**config.mk**
```make
export PLATFORM = sky130hd
export DESIGN_NAME = exp5_unidade_controle
export DESIGN_NICKNAME = d
export VERILOG_FILES = /design/src/rtl/exp5_pkg.sv /design/src/rtl/edge_detector.sv /design/src/rtl/exp5_unidade_controle.sv
export SDC_FILE = /design/constraint.sdc
export NUM_CORES = 1
export LEC_CHECK = 0
export BUFFER_PORTS_ARGS = -buffer_cell sky130_fd_sc_hd__buf_4
export CAP_MARGIN = 15
export CORE_AREA = 3 3 40 42
export CTS_CLUSTER_DIAMETER = 100
export DETAILED_ROUTE_END_ITERATION = 7
export DIE_AREA = 0 0 43 45
export GPL_ROUTABILITY_DRIVEN = 0
export GPL_TIMING_DRIVEN = 0
export PLACE_DENSITY = 0.66
export SLEW_MARGIN = 15
export SYNTH_ARGS = -nofsm -noshare
export SYNTH_HDL_FRONTEND = slang
export SYNTH_SLANG_ARGS = --single-unit
```
**constraint.sdc**
```tcl
create_clock -name clock -period 1.9 [get_ports clock]
set_input_delay 0.095 -clock clock [delete_from_list [all_inputs] [get_ports clock]]
set_output_delay 0.095 -clock clock [all_outputs]
set_load 0.01 [all_outputs]
```
**src/rtl/exp5_pkg.sv**
```systemverilog
// Shared state codes, output bundle and output decode for the game control unit.
package exp5_pkg;

  localparam int unsigned EstadoW = 4;

  typedef enum logic [EstadoW-1:0] {
    StInicial    = 4'b0000,
    StPreparacao = 4'b0001,
    StEspera     = 4'b0010,
    StRegistra   = 4'b0100,
    StComparacao = 4'b0101,
    StProximo    = 4'b0110,
    StFimAcertou = 4'b1010,
    StFimErrou   = 4'b1110,
    StFimTimeout = 4'b1101
  } estado_t;

  typedef struct packed {
    logic zera_c;
    logic conta_c;
    logic zera_r;
    logic registra_r;
    logic pronto;
    logic acertou;
    logic errou;
    logic timeout;
  } saidas_t;

  // Moore output decode: a pure function of the state code.
  function automatic saidas_t decodifica(estado_t e);
    saidas_t s;
    s = '0;
    case (e)
      StPreparacao: begin
        s.zera_c = 1'b1;
        s.zera_r = 1'b1;
      end
      StRegistra:   s.registra_r = 1'b1;
      StProximo:    s.conta_c = 1'b1;
      StFimAcertou: begin
        s.pronto  = 1'b1;
        s.acertou = 1'b1;
      end
      StFimErrou: begin
        s.pronto = 1'b1;
        s.errou  = 1'b1;
      end
      StFimTimeout: begin
        s.pronto  = 1'b1;
        s.timeout = 1'b1;
      end
      default: s = '0;
    endcase
    return s;
  endfunction

endpackage

```
**src/rtl/edge_detector.sv**
```systemverilog
// Rising-edge detector: pulso is high when sinal is 1 now and was 0 at the previous clock edge.
module edge_detector (
  input  logic clock,
  input  logic reset,
  input  logic sinal,
  output logic pulso
);

  logic sinal_q;

  // One-cycle history of the input level.
  always_ff @(posedge clock or negedge reset) begin
    if (!reset) begin
      sinal_q <= 1'b0;
    end else begin
      sinal_q <= sinal;
    end
  end

  assign pulso = sinal & ~sinal_q;

endmodule

```
**src/rtl/exp5_unidade_controle.sv**
```systemverilog
// Control unit for the memory game round (Moore FSM).
// Optional ESPERA timeout is built only when macro TIMEOUT_EN is defined.
module exp5_unidade_controle
  import exp5_pkg::*;
#(
  parameter int unsigned TIMEOUT_CICLOS = 5000
) (
  input  logic               clock,
  input  logic               reset,
  input  logic               iniciar,
  input  logic               jogada,
  input  logic               chavesIgualMemoria,
  input  logic               fimC,
  output logic               zeraC,
  output logic               contaC,
  output logic               zeraR,
  output logic               registraR,
  output logic               pronto,
  output logic               acertou,
  output logic               errou,
  output logic               timeout,
  output logic [EstadoW-1:0] db_estado
);

  estado_t estado_q, estado_d;
  saidas_t saidas_q;
  logic    jogada_pulso;

  edge_detector u_edge_detector (
    .clock (clock),
    .reset (reset),
    .sinal (jogada),
    .pulso (jogada_pulso)
  );

`ifdef TIMEOUT_EN
  logic [31:0] espera_cnt_q;
  logic        espera_expirou;

  assign espera_expirou = (espera_cnt_q == TIMEOUT_CICLOS - 32'd1);

  // Cycles spent in ESPERA; restarts on every entry into ESPERA.
  always_ff @(posedge clock or negedge reset) begin
    if (!reset) begin
      espera_cnt_q <= '0;
    end else if (estado_q != StEspera && estado_d == StEspera) begin
      espera_cnt_q <= '0;
    end else if (estado_q == StEspera) begin
      espera_cnt_q <= espera_cnt_q + 32'd1;
    end
  end
`endif

  // Next-state logic; iniciar only matters in INICIAL and the FIM states.
  always_comb begin
    estado_d = estado_q;
    case (estado_q)
      StInicial:    if (iniciar) estado_d = StPreparacao;
      StPreparacao: estado_d = StEspera;
      StEspera: begin
        if (jogada_pulso) begin
          estado_d = StRegistra;
        end
`ifdef TIMEOUT_EN
        // A move arriving in the final cycle wins over the timeout.
        else if (espera_expirou) begin
          estado_d = StFimTimeout;
        end
`endif
      end
      StRegistra:   estado_d = StComparacao;
      StComparacao: begin
        if (!chavesIgualMemoria) begin
          estado_d = StFimErrou;
        end else if (fimC) begin
          estado_d = StFimAcertou;
        end else begin
          estado_d = StProximo;
        end
      end
      StProximo:    estado_d = StEspera;
      StFimAcertou: if (iniciar) estado_d = StPreparacao;
      StFimErrou:   if (iniciar) estado_d = StPreparacao;
`ifdef TIMEOUT_EN
      StFimTimeout: if (iniciar) estado_d = StPreparacao;
`endif
      default:      estado_d = StInicial;
    endcase
  end

  // State and outputs registered together so outputs track the state code exactly.
  always_ff @(posedge clock or negedge reset) begin
    if (!reset) begin
      estado_q <= StInicial;
      saidas_q <= '0;
    end else begin
      estado_q <= estado_d;
      saidas_q <= decodifica(estado_d);
    end
  end

  assign zeraC     = saidas_q.zera_c;
  assign contaC    = saidas_q.conta_c;
  assign zeraR     = saidas_q.zera_r;
  assign registraR = saidas_q.registra_r;
  assign pronto    = saidas_q.pronto;
  assign acertou   = saidas_q.acertou;
  assign errou     = saidas_q.errou;
  assign db_estado = estado_q;

`ifdef TIMEOUT_EN
  assign timeout = saidas_q.timeout;
`else
  assign timeout = 1'b0;
  logic unused_timeout;
  assign unused_timeout = saidas_q.timeout ^ (^TIMEOUT_CICLOS);
`endif

endmodule

```
# Word-level counts from Yosys, hierarchy flattened
# Index checks and enable logic that the tools add are counted.
[totals]
reg_bits = 11
wordCells = 38
memories = 0
romBits = 0
latch_bits = 0
ram_bits = 0
inputBits = 6
[classes]
n_div = 0
n_addsub = 0
n_bitwise = 2
shifts = 0
eq_ne = 13
order_cmp = 0
reduce_logical = 4
muxes = 11
n_mul = 0
[ops]
columns = ["operator", "count"]
rows = [
  ["== test 4 x 3 -> 1 bit, second input constant", 5],
  ["== test 4 bit, second input constant", 5],
  ["one-hot mux 4 bit (5 select lines)", 1],
  ["two-way mux 4 bit", 4],
  ["== test 4 x 1 -> 1 bit, second input constant", 2],
  ["two-way mux 1 bit", 6],
  ["OR reduction 3 bit", 2],
  ["== test 4 x 2 -> 1 bit, second input constant", 1],
  ["zero test 4 bit", 1],
  ["OR reduction 2 bit", 1],
  ["bitwise AND 1 bit", 1],
  ["inverter 1 bit", 1],
]

# Logic depth before layout (Yosys ltp)
[depth]
depth_word = 7
mapped_depth = 4
mapped_depth_nobuf = 3

# Modules after synthesis
# Synthesis repeated with hierarchy kept, for this count alone.
[hier_totals]
cells_unflattened = 45
area_unflattened_um2 = 556.8
[modules_own_cells]
columns = ["mod", "instances", "seq_area_each_um2", "area_each_um2", "cells_per_inst"]
rows = [
  ["exp5_unidade_controle", 1, 250.2, 518.0, 43],
  ["edge_detector", 1, 25.0, 38.8, 2],
]

# Worst setup path before layout
# OpenSTA, ideal clock, no wires.
[synth_path]
path_kind = "reg-to-reg"
start = "reg estado_q[2] (netlist: db_estado[2])"
end = "reg saidas_q (netlist bit acertou)"
setup_slack_ns = 0.492
setup_ns = 0.125
path_stages_with_launch = 4
path_buffers = 0
required_ns = 1.775
t_arrival_ns = 1.283
synth_period_minus_slack_ns = 1.408
path_cell_list = "dfrtp_1 -> or3b_4 -> o32a_1 -> a21boi_1"
[synth_via]
elab_chain_len = 5
word_cells_on_any_way = 15
classes_between = "eq/ne: 8; mux: 4; reduce/logical: 3"
[synth_lines]
columns = ["item", "line", "rtl"]
rows = [
  ["start, declared", "exp5_unidade_controle.sv:25", "estado_t estado_q, estado_d;"],
  ["start signal, assigned", "exp5_unidade_controle.sv:94", "estado_q <= StInicial;"],
  ["start signal, assigned", "exp5_unidade_controle.sv:97", "estado_q <= estado_d;"],
  ["== test 4 bit (tied with other cells)", "exp5_unidade_controle.sv:57", "case (estado_q)"],
  ["OR reduction 3 bit (no line) / OR reduction 2 bit (equally long branches)", "--", ""],
  ["one-hot mux 4 bit (5 select lines) (*)", "exp5_unidade_controle.sv:57", ""],
  ["== test 4 bit (*)", "exp5_pkg.sv:33", "case (e)"],
  ["two-way mux 1 bit (*)", "exp5_pkg.sv:33", ""],
  ["end signal, assigned", "exp5_unidade_controle.sv:98", "saidas_q <= decodifica(estado_d);"],
  ["end, declared", "exp5_unidade_controle.sv:26", "saidas_t saidas_q;"],
]
# Every way passes the cells marked *; elsewhere a longest branch is shown, timed or not.

# Worst setup path after layout
# Same ends and word-level chain as after synthesis.

==> run summary <==
status: finished clean
Detailed Route WL: 894 µm
min setup slack post-route: 0.447 ns
I/O pin total: 18
die width: 43 µm
post-route cell area: 671 µm²
clock sink total: 11
crit-path max FO: 7
antenna violations before repair: 0
clk_skew: 0.00460 ns
PwrDens: 1240 nW/µm²
CP Cell Sequence: or3b_4 -> o32a_1 -> a21boi_1
WL met2: 370 µm
GRT overflow: 0
Worst Path Arrival: 1.60 ns
vias in the first global route: 362
family with the most delay on the worst path: compound AO/OA/AOI/OAI gates
placed instance area: 624 µm²
top cell type's share of synthesized area: 0.567
f_max: 688 MHz
Final Cycle Share: 0.765
layout cells sized above 1: 0.343
Iter 0 DRT Violations: 3
Port Buffers: 16
post-synth top area cell: dfrtp_1
final hold vios: 0
drt first pass iters: 3
RSZ-0062 raised after global routing: no
# setup viols final: 0
global-route wire length before repair: 1.45 mm
largest net degree at the start of global routing: 12
maximum vdd drop: 0.389 mV
most numerous cell in the Yosys netlist: dfrtp_1
Max-cap violations: 0
deepest clock path buffer count: 2
Buffers & Inverters on Critical Path: 0
Rows: 13
Initial Util: 0.378
clk root buf: clkbuf_4
Cell Area, Synth: 485 µm²
ranking of synthesized cells by area: dfrtp_1 57%, nand2b_1 6.4%, nand4bb_1 4.6%, nor3_1 3.1%, buf_4 3.1%
CP max stage delay: 0.44 ns
Crit-path slowest cell: dfrtp_1
GR Util All Layers: 0.107
Setup crit start kind: flip-flop
HPWL Detailed: 637 µm
post_cts resized: 0
max-slew violations: 0
total CTS buffers: 3
main flop type after synthesis: dfrtp_1
Hold Path Cell Cnt: 3
synth warn: 0
crit path kind: flip-flop to flip-flop
CTS tree: done
Post-Syn Nets: 51
Post-synth ARST share: 1.00
Crit path depth: 3
routed vias: 384
crit end category: flip-flop
Worst Path Required: 2.05 ns
Leak: 0.346 nW
synthesis-to-finish area growth: 38.1%
EDFF count, synth: 0
Avg Synthesized Cell Area: 10.8 µm²
post-DR wirelength/cell: 10.9 µm
fin nets: 74
Clock Pin Slew Worst Setup and Hold Paths: 0.07 ns
Die Ht: 45 µm
Seq/Total Area, Yosys: 0.567
hold buffer count at CTS: 2
post-CTS setup buffer count: 0
clk_lat worst skew: 0.27 ns
Top Layer Used: met4
die area: 1940 µm²
dpl ws: 0.455 ns
fin crit period: 1.45 ns
Power Total: 0.000829 W
library cells used by synthesis: 22
DR vias/cell: 4.68
drt drc: 0
synth cell count leaders: 11 x dfrtp_1, 5 x nand2b_1, 3 x nand2_1, 3 x nor3_1
Hold Path Class: primary input to flip-flop
worst reg2reg path depth: 3
Post-Syn Instances: 45
met3 wire length: 76 µm
n_diodes: 0
core area: 1280 µm²
ANT nets after route: 0
H-tree depth: 1
Yosys reg bits: 11
M1 WL: 410 µm
Total Neg Setup Slack: 0 ns
==> where the power goes <==
part           switching [W]  total [W]  internal, W
clock network      0.0000766   0.000158    0.0000812
logic               0.000131   0.000309     0.000177
registers          0.0000740   0.000362     0.000288
==> worst register-to-register path, stage by stage, from the launching register on <==
cell and delay, ns:
dfrtp_1 0.44, or3b_4 0.43, o32a_1 0.33, a21boi_1 0.13
==> path summary, 6_finish.rpt <==
path / from / endpoint / slack (ns)
max reg2reg: db_estado[2]$_DFF_PN0_ / acertou$_DFF_PN0_ / 0.45
min: iniciar / zeraR$_DFF_PN0_ / 0.1
max: db_estado[2]$_DFF_PN0_ / acertou$_DFF_PN0_ / 0.45
max in group asynchronous: reset / contaC$_DFF_PN0_ / 1.56
min reg2reg: u_edge_detector.sinal_q$_DFF_PN0_ / registraR$_DFF_PN0_ / 0.53
min in group asynchronous: reset / db_estado[0]$_DFF_PN0_ / 0.19
==> metrics by stage <==
stage / cells / util / hold slack, ns
after floorplan: 45 / - / -0.201
after CTS: 82 / 0.522 / 0.0906
final: 82 / 0.522 / 0.0954
after detailed placement: 76 / 0.486 / -0.0612
after global placement: 76 / 0.486 / -0.0639
after global routing: 82 / 0.522 / 0.0880
==> cell families (layout without fill, tap and decap cells) <==
group,Yosys count,in the layout,share of synthesized area
compound gates,7,7,0.0902
buf+inv,5,27,0.0567
flops,11,11,0.567
mux,1,1,0.0206
other cells,1,1,0.00772
simple gates,20,20,0.258
==> cells in the final DEF (no fill, tap or decap) <==
master and instances:
conb_1 1, a21oi_1 2, nand2b_1 5, clkbuf_1 1, nor2_1 2, or3b_1 1
or2_1 1, o21ai_0 1, dfrtp_1 11, buf_4 18, o21ai_1 1, clkbuf_4 3
nand4bb_1 2, or3b_4 1, inv_1 2, mux2i_1 1, o22ai_1 1, nor3_1 3
buf_2 1, and3_1 1, nand2_1 3, a21boi_1 1, dlygate4sd3_1 2, nand3_1 1
o32a_1 1
==> registers in the layout (all words and copies together), names as in the netlist <==
signal                   cells
acertou                      1
registraR                    1
errou                        1
contaC                       1
pronto                       1
db_estado                    4
zeraR                        1
u_edge_detector.sinal_q      1
==> layout make-up <==
class                      instances  area (µm²)
buffer                             3        20.0
tap                               15        18.8
sequential                        11         275
multi-input combinational         29         183
clock buffer                       4        26.3
fill                             110         614
inverter                           2        7.51
timing repair buffer              18         140
==> layer usage <==
| layer | global-route usage | up-vias |
|---|---|---|
| met1 | 0.114 | 168 |
| met3 | 0.0279 | 4 |
| met2 | 0.168 | 16 |
| met4 | 0.108 | 0 |
| li1 | - | 196 |
| met5 | 0 | - |
Note: power is estimated with default switching activity, not from simulation.
